--- config.mk ---
export PLATFORM = sky130hd
export DESIGN_NAME = param_regfile
export DESIGN_NICKNAME = d
export VERILOG_FILES = /design/src/rtl/regfile_pkg.sv /design/src/rtl/regfile_read_mux.sv /design/src/rtl/param_regfile.sv
export SDC_FILE = /design/constraint.sdc
export NUM_CORES = 1
export LEC_CHECK = 0
export BUFFER_PORTS_ARGS = -buffer_cell sky130_fd_sc_hd__buf_2
export CAP_MARGIN = 15
export CORE_MARGIN = 4
export CORE_UTILIZATION = 34
export DETAILED_ROUTE_END_ITERATION = 10
export PLACE_DENSITY = 0.49
export SYNTH_ARGS = -nofsm -noshare
export SYNTH_HDL_FRONTEND = slang
export SYNTH_HIERARCHICAL = 1
export SYNTH_SLANG_ARGS = --single-unit
--- constraint.sdc ---
create_clock -name CLK -period 2 [get_ports CLK]
set_input_delay 0.4 -clock CLK [delete_from_list [all_inputs] [get_ports CLK]]
set_output_delay 0.4 -clock CLK [all_outputs]
set_load 0.1 [all_outputs]
--- src/rtl/regfile_pkg.sv ---
// regfile_pkg
// Shared defaults and the select-width helper for the parameterised register
// file (param_regfile) and its read multiplexer (regfile_read_mux).
package regfile_pkg;

  localparam int DEFAULT_WIDTH = 16;
  localparam int DEFAULT_DEPTH = 8;

  // Ceiling log2. The loop is bounded so that it elaborates to a constant.
  function automatic int clog2(input int n);
    int r;
    r = 0;
    for (int i = 0; i < 31; i++) begin
      if ((1 << i) < n) r = i + 1;
    end
    return r;
  endfunction

endpackage

--- src/rtl/regfile_read_mux.sv ---
// regfile_read_mux
// One combinational read port of param_regfile.
// Ports:
//   sel      - read select index
//   din      - external bus, returned when sel is 0
//   mem      - flattened storage array (entry 0 is unused)
//   vld      - per-entry written flags (bit 0 is unused)
//   byp_en   - a write to this same index is in flight this cycle
//   byp_data - data of that in-flight write
//   data     - read data
//   valid    - read valid
module regfile_read_mux
  import regfile_pkg::*;
#(
  parameter int WIDTH = DEFAULT_WIDTH,
  parameter int DEPTH = DEFAULT_DEPTH,
  parameter int SELW  = clog2(DEPTH)
) (
  input  logic [SELW-1:0]             sel,
  input  logic [WIDTH-1:0]            din,
  input  logic [DEPTH-1:0][WIDTH-1:0] mem,
  input  logic [DEPTH-1:0]            vld,
  input  logic                        byp_en,
  input  logic [WIDTH-1:0]            byp_data,
  output logic [WIDTH-1:0]            data,
  output logic                        valid
);

  always_comb begin
    data  = '0;
    valid = 1'b0;
    if (byp_en) begin
      data  = byp_data;
      valid = 1'b1;
    end else if (sel == '0) begin
      data  = din;
      valid = 1'b1;
    end else begin
      data  = mem[sel];
      valid = vld[sel];
    end
  end

endmodule

--- src/rtl/param_regfile.sv ---
// param_regfile
// Register file with DEPTH-1 storage words (indices 1..DEPTH-1), one write
// port and two independent zero-latency read ports. Index 0 has no storage:
// reading it returns the external bus DIN with valid=1, writing it is a no-op.
// Optional macro: REGFILE_WRITE_BYPASS_EN forwards an in-flight write to any
// read port selecting the same index in the same cycle.
// Ports:
//   CLK          - clock, rising edge
//   RST          - asynchronous active-low reset
//   WE/DSEL/RIN  - write enable, destination index, write data
//   CLR          - synchronous clear of all words and valid flags (beats WE)
//   ASEL/BSEL    - read selects
//   DIN          - external bus for select 0
//   ABUS/BBUS    - read data
//   AVALID/BVALID- selected word written since last reset/clear
module param_regfile
  import regfile_pkg::*;
#(
  parameter  int WIDTH = DEFAULT_WIDTH,
  parameter  int DEPTH = DEFAULT_DEPTH,
  localparam int SELW  = clog2(DEPTH)
) (
  input  logic             CLK,
  input  logic             RST,
  input  logic             WE,
  input  logic [SELW-1:0]  DSEL,
  input  logic [WIDTH-1:0] RIN,
  input  logic             CLR,
  input  logic [SELW-1:0]  ASEL,
  input  logic [SELW-1:0]  BSEL,
  input  logic [WIDTH-1:0] DIN,
  output logic [WIDTH-1:0] ABUS,
  output logic [WIDTH-1:0] BBUS,
  output logic             AVALID,
  output logic             BVALID
);

  // Entry 0 is never written, so it stays at reset value and costs nothing
  // once optimised; keeping it lets the mux index directly with the select.
  logic [DEPTH-1:0][WIDTH-1:0] mem;
  logic [DEPTH-1:0]            vld;
  logic                        byp_a;
  logic                        byp_b;

  always_ff @(posedge CLK or negedge RST) begin
    if (!RST) begin
      mem <= '0;
      vld <= '0;
    end else if (CLR) begin
      mem <= '0;
      vld <= '0;
    end else if (WE && (DSEL != '0)) begin
      mem[DSEL] <= RIN;
      vld[DSEL] <= 1'b1;
    end
  end

`ifdef REGFILE_WRITE_BYPASS_EN
  logic wr_live;
  // RST is part of the term so an asserted reset never forwards a write.
  assign wr_live = RST && WE && !CLR && (DSEL != '0);
  assign byp_a   = wr_live && (ASEL == DSEL);
  assign byp_b   = wr_live && (BSEL == DSEL);
`else
  assign byp_a = 1'b0;
  assign byp_b = 1'b0;
`endif

  regfile_read_mux #(.WIDTH(WIDTH), .DEPTH(DEPTH), .SELW(SELW)) u_rd_a (
    .sel      (ASEL),
    .din      (DIN),
    .mem      (mem),
    .vld      (vld),
    .byp_en   (byp_a),
    .byp_data (RIN),
    .data     (ABUS),
    .valid    (AVALID)
  );

  regfile_read_mux #(.WIDTH(WIDTH), .DEPTH(DEPTH), .SELW(SELW)) u_rd_b (
    .sel      (BSEL),
    .din      (DIN),
    .mem      (mem),
    .vld      (vld),
    .byp_en   (byp_b),
    .byp_data (RIN),
    .data     (BBUS),
    .valid    (BVALID)
  );

endmodule

==> results.py, run 1 <==
metrics = {
    "detailed_routing": {
        "m1WireLength_mm": 11.55,
        "vias": 6043,
        "route.top_layer_used": "met4",
        "wl_per_cell_um": 22.90,
        "ant_nets": 0,
        "firstDrtPassIters": 4,
        "wl_met2_mm": 12.88,
        "drt-initial-drc-count": 297,
        "dr_wl_met3_mm": 1.091,
        "wl_mm": 26.08,
        "viasPerCell": 5.306,
        "drc": 0,
    },
    "setup_path": {
        "slowest_stage": "mux4_2",
        "cp_data_arrival_time_ns": 1.88,
        "path_cells": "mux4_2 > a211o_4 > buf_12",
        "start_kind": "flip-flop",
        "path_delay_family": "multiplexers",
        "end_kind": "output port",
        "critPathMaxStageDelay_ns": 0.51,
        "criticalPathCategory": "flip-flop to output port",
        "cp_max_fo": 3,
        "critPathBufInv": 1,
        "crit_required_ns": 1.60,
    },
    "layout": {
        "final_area_um2": 10810,
        "areaGrowthSynthToFinish_pct": 36.68,
        "drive_gt1_share_pct": 34.50,
        "final_core_util_pct": 47.45,
        "instances_no_fill": 1139,
        "antenna_cells": 0,
        "final_nets": 858,
    },
    "floorplanning": {
        "die_h_um": 160.5,
        "die_x_um": 160.5,
        "core_area_um2": 22780,
        "fp.dieArea_um2": 25760,
        "num_io_pins": 79,
        "num_rows": 55,
        "start_util_pct": 34.72,
    },
    "clock_tree": {
        "clock_latency_ns": 0.41,
        "cts_max_level": 4,
        "root_buffer": "clkbuf_16",
        "clock_path_buffers": 2,
        "cts.clk_slew.worst_paths_ns": 0.06,
        "numCtsBuffers": 17,
        "clock-sinks": 119,
        "tritoncts": "yes",
    },
    "power": {
        "p_leak_nw": 5.265,
        "irDropWorstVdd_mv": 0.6156,
        "power.total_mw": 8.012,
        "p_int_mw": 5.644,
        "p_sw_share_pct": 29.56,
        "pwr-share-clk_pct": 44.1,
        "p_switching_mw": 2.369,
        "p_per_area_nw_per_um2": 741.3,
        "p_seq_share_pct": 31.3,
        "p_comb_share_pct": 24.6,
    },
    "synthesis": {
        "ys.warnings.count": 6,
        "syn_area_um2": 7908,
        "netlist_instances": 722,
        "syn_avg_cell_area_um2": 10.95,
    },
    "placed_design": {
        "dp_hpwl_mm": 16.83,
        "gp_congestion": 0.7864,
        "portBuffers": 78,
        "dpl_cell_area_um2": 9763,
        "pre_cts_slack_ns": -0.1694,
        "post-place-cells": 1099,
    },
    "sta": {
        "hold_viol_final": 0,
        "clock.fmax_mhz": 437.9,
        "rsz0062_at_grt": "true",
        "period_needed_ns": 2.283,
        "final_max_slew_viol_count": 0,
        "skew_ns": 0,
        "final.setup.tns_ns": -1.580,
        "fin_crit_sh_pct": 114.2,
        "holdWs_ns": 0.4156,
        "fin_ws_ns": -0.2835,
        "finalSetupViolCount": 29,
    },
    "status": {
        "status": "finished with violations",
        "violations": "setup timing",
    },
    "global_routing": {
        "antenna_found_initial": 0,
        "grt_pass1_wl_mm": 41.50,
        "grt_max_degree": 72,
        "grt_pass1_vias": 6742,
        "grt-ovfl-total": 0,
        "grt_util_all_layers_pct": 20.86,
    },
    "job": {
        "cap_viol_max_count": 0,
    },
    "worst_hold_path": {
        "hp-class": "input pin to flip-flop",
    },
}
[worst paths after layout]
kind / from / end / slack [ns] / cells past startpoint
max in group asynchronous: RST / mem[103] / 1.14 / 3
worst min register to register: vld[2] / vld[2] / 0.54 / 2
worst min-delay path: DSEL[0] / vld[1] / 0.42 / 3
worst max register to register: mem[53] / mem[53] / 1.20 / 3
min in group asynchronous: RST / mem[82] / 0.52 / 3
worst max-delay path: vld[6] / BVALID / -0.28 / 3
[worst register-to-register path: stages (launching register included)]
cell	delay [ns]
dfrtp_1	0.39
buf_4	0.14
nand2b_1	0.07
mux2i_1	0.07
[metal layers]
metal | track usage (%) | vias to the layer above
li1 | - | 2787
met1 | 28.09 | 3114
met2 | 34.13 | 104
met3 | 3.208 | 38
met4 | 7.470 | 0
met5 | 0 | -
[power by group through the flow]
stage	clock network [mW]	logic, mW	registers, mW
6_report	3.54	1.97	2.51
3_5_place_dp	0	1.89	2.54
2_1_floorplan	0	1.21	2.53
4_1_cts	3.60	1.96	2.50
3_3_place_gp	0	1.87	2.54
5_1_grt	3.70	2.06	2.51
[layout by cell type, fill, tap and decap left out, types with 2 or more instances in the layout]
| master | n |
|---|---|
| mux2i_1 | 178 |
| nand2b_1 | 129 |
| dfrtp_1 | 119 |
| mux2_2 | 56 |
| buf_12 | 55 |
| buf_2 | 41 |
| buf_4 | 33 |
| nand2_1 | 33 |
| o31ai_4 | 32 |
| a22o_1 | 31 |
| clkbuf_16 | 17 |
| o22ai_1 | 15 |
| o22ai_2 | 13 |
| inv_1 | 7 |
| a21oi_1 | 7 |
| bufinv_16 | 6 |
| mux2_4 | 6 |
| o22ai_4 | 4 |
| nand4b_1 | 3 |
| nand4bb_1 | 3 |
| clkinvlp_4 | 3 |
| buf_16 | 3 |
| buf_6 | 3 |
| clkbuf_1 | 2 |
| clkinv_4 | 2 |
| clkbuf_8 | 2 |
| conb_1 | 2 |
| nor2_1 | 2 |
| mux2_1 | 2 |
| mux4_2 | 2 |
| nor3b_1 | 2 |
| a211oi_1 | 2 |
| a211o_4 | 2 |
[cell type report]
class	count	area (um^2)
inverter	7	26.28
clock buffer	21	460.4
tap	313	391.6
sequential	119	2978
fill	2024	11970
timing repair buffer	137	1695
clock inverter	11	220.2
multi-input combinational	531	5036
[flip-flops by register name, summed over array words and instances (netlist names)]
name / flops
mem: 112
vld: 7
[what timing repair did]
action | CTS | global route
buffers inserted | 2 | 7
hold endpoints to repair | 5 | 0
pin swaps | 15 | 13
resized for setup | 44 | 7
endpoints found under the setup margin | 34 | 34
hold buffers | 1 | 0
gates cloned | 3 | 0
Power figures use the tool's default switching activity.
==> run 2, diff against run 1 <==
Settings changed: PLACE_DENSITY 0.49 to unset.
==> run 2 against run 1 <==
Effect of this change: the flow still finishes with violations (setup timing); first-iteration DRC count rose by 8.1%; hold slack got worse by 0.084 ns; sequential cell count did not move; critical path depth did not move; cell count rose by 5.4%; routed wire length rose by 1.9%; highest routed layer unchanged.
==> results.py, run 2 (synthesis gave the netlist of run 1 again) <==
metrics = {
    "status": {
        "status": "finished with violations",
        "violations": "setup timing",
    },
    "setup_path": {
        "path_delay_family": "multiplexers",
        "end_kind": "output port",
        "rr_startpoint": "mem[43]",
        "critPathMaxStageDelay_ns": 0.48,
        "start_kind": "flip-flop",
        "criticalPathCategory": "flip-flop to output port",
        "r2r_setup_slack_ns": 1.16,
        "critPathBufInv": 1,
        "crit_start": "vld[7]",
        "r2r_end": "mem[43]",
        "crit_required_ns": 1.60,
        "cp_data_arrival_time_ns": 1.81,
        "reg2reg_depth": 3,
        "cp_max_fo": 3,
        "path_cells": "mux4_2 > a211o_4 > buf_12",
        "slowest_stage": "mux4_2",
    },
    "sta": {
        "skew_ns": 0,
        "final_max_slew_viol_count": 0,
        "period_needed_ns": 2.213,
        "clock.fmax_mhz": 451.9,
        "rsz0062_at_grt": "true",
        "fin_crit_sh_pct": 110.7,
        "finalSetupViolCount": 30,
        "hold_viol_final": 0,
        "fin_ws_ns": -0.2131,
    },
    "floorplanning": {
        "num_rows": 55,
        "num_io_pins": 79,
        "core_area_um2": 22780,
        "start_util_pct": 34.72,
        "fp.dieArea_um2": 25760,
        "die_x_um": 160.5,
        "die_h_um": 160.5,
    },
    "power": {
        "p_int_mw": 5.466,
        "p_switching_mw": 2.411,
        "p_sw_share_pct": 30.61,
        "p_comb_share_pct": 27.8,
        "irDropWorstVdd_mv": 0.5906,
        "p_seq_share_pct": 31.8,
        "p_leak_nw": 5.703,
        "pwr-share-clk_pct": 40.4,
        "p_per_area_nw_per_um2": 674.5,
        "power.total_mw": 7.877,
    },
    "layout": {
        "final_nets": 920,
        "final_area_um2": 11680,
        "fillers": 1956,
        "multi_input_area_um2": 5315,
        "final_common_cell": "mux2i_1",
        "top_regs": "mem: 112 flops, vld: 7 flops",
        "final_cell_mix": "178 x mux2i_1, 129 x nand2b_1, 119 x dfrtp_1",
        "regArea_um2": 2978,
        "largest_reg_flops": 112,
        "regMostFlops": "mem",
        "antenna_cells": 0,
        "areaGrowthSynthToFinish_pct": 47.69,
        "drive_gt1_share_pct": 40.25,
    },
    "clock_tree": {
        "cts_max_level": 4,
        "cts.clk_slew.worst_paths_ns": 0.05,
        "clock_latency_ns": 0.42,
        "clock-sinks": 119,
        "numCtsBuffers": 17,
        "tritoncts": "yes",
        "root_buffer": "clkbuf_16",
        "clock_path_buffers": 2,
    },
    "detailed_routing": {
        "ant_nets": 0,
        "viasPerCell": 5.332,
        "drc": 0,
        "wl_mm": 26.57,
        "firstDrtPassIters": 5,
        "wl_per_cell_um": 22.14,
        "vias": 6398,
        "drt-initial-drc-count": 321,
    },
    "placed_design": {
        "portBuffers": 78,
        "dp_hpwl_mm": 16.21,
        "dpl_cell_area_um2": 9833,
        "gp_congestion": 0.7645,
    },
    "job": {
        "cap_viol_max_count": 0,
    },
    "global_routing": {
        "grt_use_met3_pct": 2.412,
        "grtUsageMet2_pct": 35.57,
        "grt_max_degree": 79,
        "antenna_found_initial": 0,
        "grt-ovfl-total": 0,
        "grt_pass1_vias": 6800,
        "grtUsageMet1_pct": 27.21,
        "top_usage_layer": "met2",
        "grt_util_all_layers_pct": 20.66,
        "grt_pass1_wl_mm": 41.54,
    },
    "worst_hold_path": {
        "hp-class": "input pin to async pin",
    },
}
## run 2: through the flow
step	util (%)	hold slack [ns]	worst slack, ns	std cells	setup TNS, ns
final	51.27	0.3319	-0.2131	1200	-2.103
after floorplan	-	0.1044	-0.4106	723	-12.51
after detailed placement	43.17	0.2225	-0.2831	1136	-7.077
after global placement	43.17	0.2210	-0.2975	1136	-7.006
after global routing	51.27	0.3428	-0.2519	1200	-3.156
after CTS	50.67	0.3147	-0.2235	1196	-2.617
## run 2: cell type report
class	count	area share (%)
sequential	119	25.50
timing repair buffer	198	20.22
tap	313	3.353
multi-input combinational	532	45.51
clock buffer	22	4.146
clock inverter	9	1.050
inverter	7	0.2250
## run 2: what timing repair did
action | in CTS | in global routing
gates cloned | 5 | 0
gates resized for setup | 183 | 26
pin swaps | 49 | 25
endpoints found under the hold margin | 5 | 0
hold buffers | 1 | 0
setup buffers | 39 | 7
endpoints found under the setup margin | 34 | 34
## run 2: layer usage
metal,vias up,wire length (um)
met5,-,0
met4,0,634
met3,37,699
met2,135,13510
met1,3306,11720
li1,2920,-
## run 2: worst max path at each step
stage / endpoint / slack [ns] / cells after the start
after floorplan: BBUS[10] / -0.41 / 6
after global placement: BBUS[6] / -0.30 / 8
after detailed placement: BVALID / -0.28 / 6
after CTS: AVALID / -0.22 / 3
after global routing: AVALID / -0.25 / 3
final: AVALID / -0.21 / 3
## run 2: power groups by stage
stage	Combinational (mW)	Sequential (mW)	Clock (mW)
4_1_cts	2.15	2.50	3.21
2_1_floorplan	1.21	2.53	0
5_1_grt	2.27	2.51	3.30
3_3_place_gp	1.84	2.54	0
6_report	2.19	2.51	3.18
3_5_place_dp	1.85	2.54	0
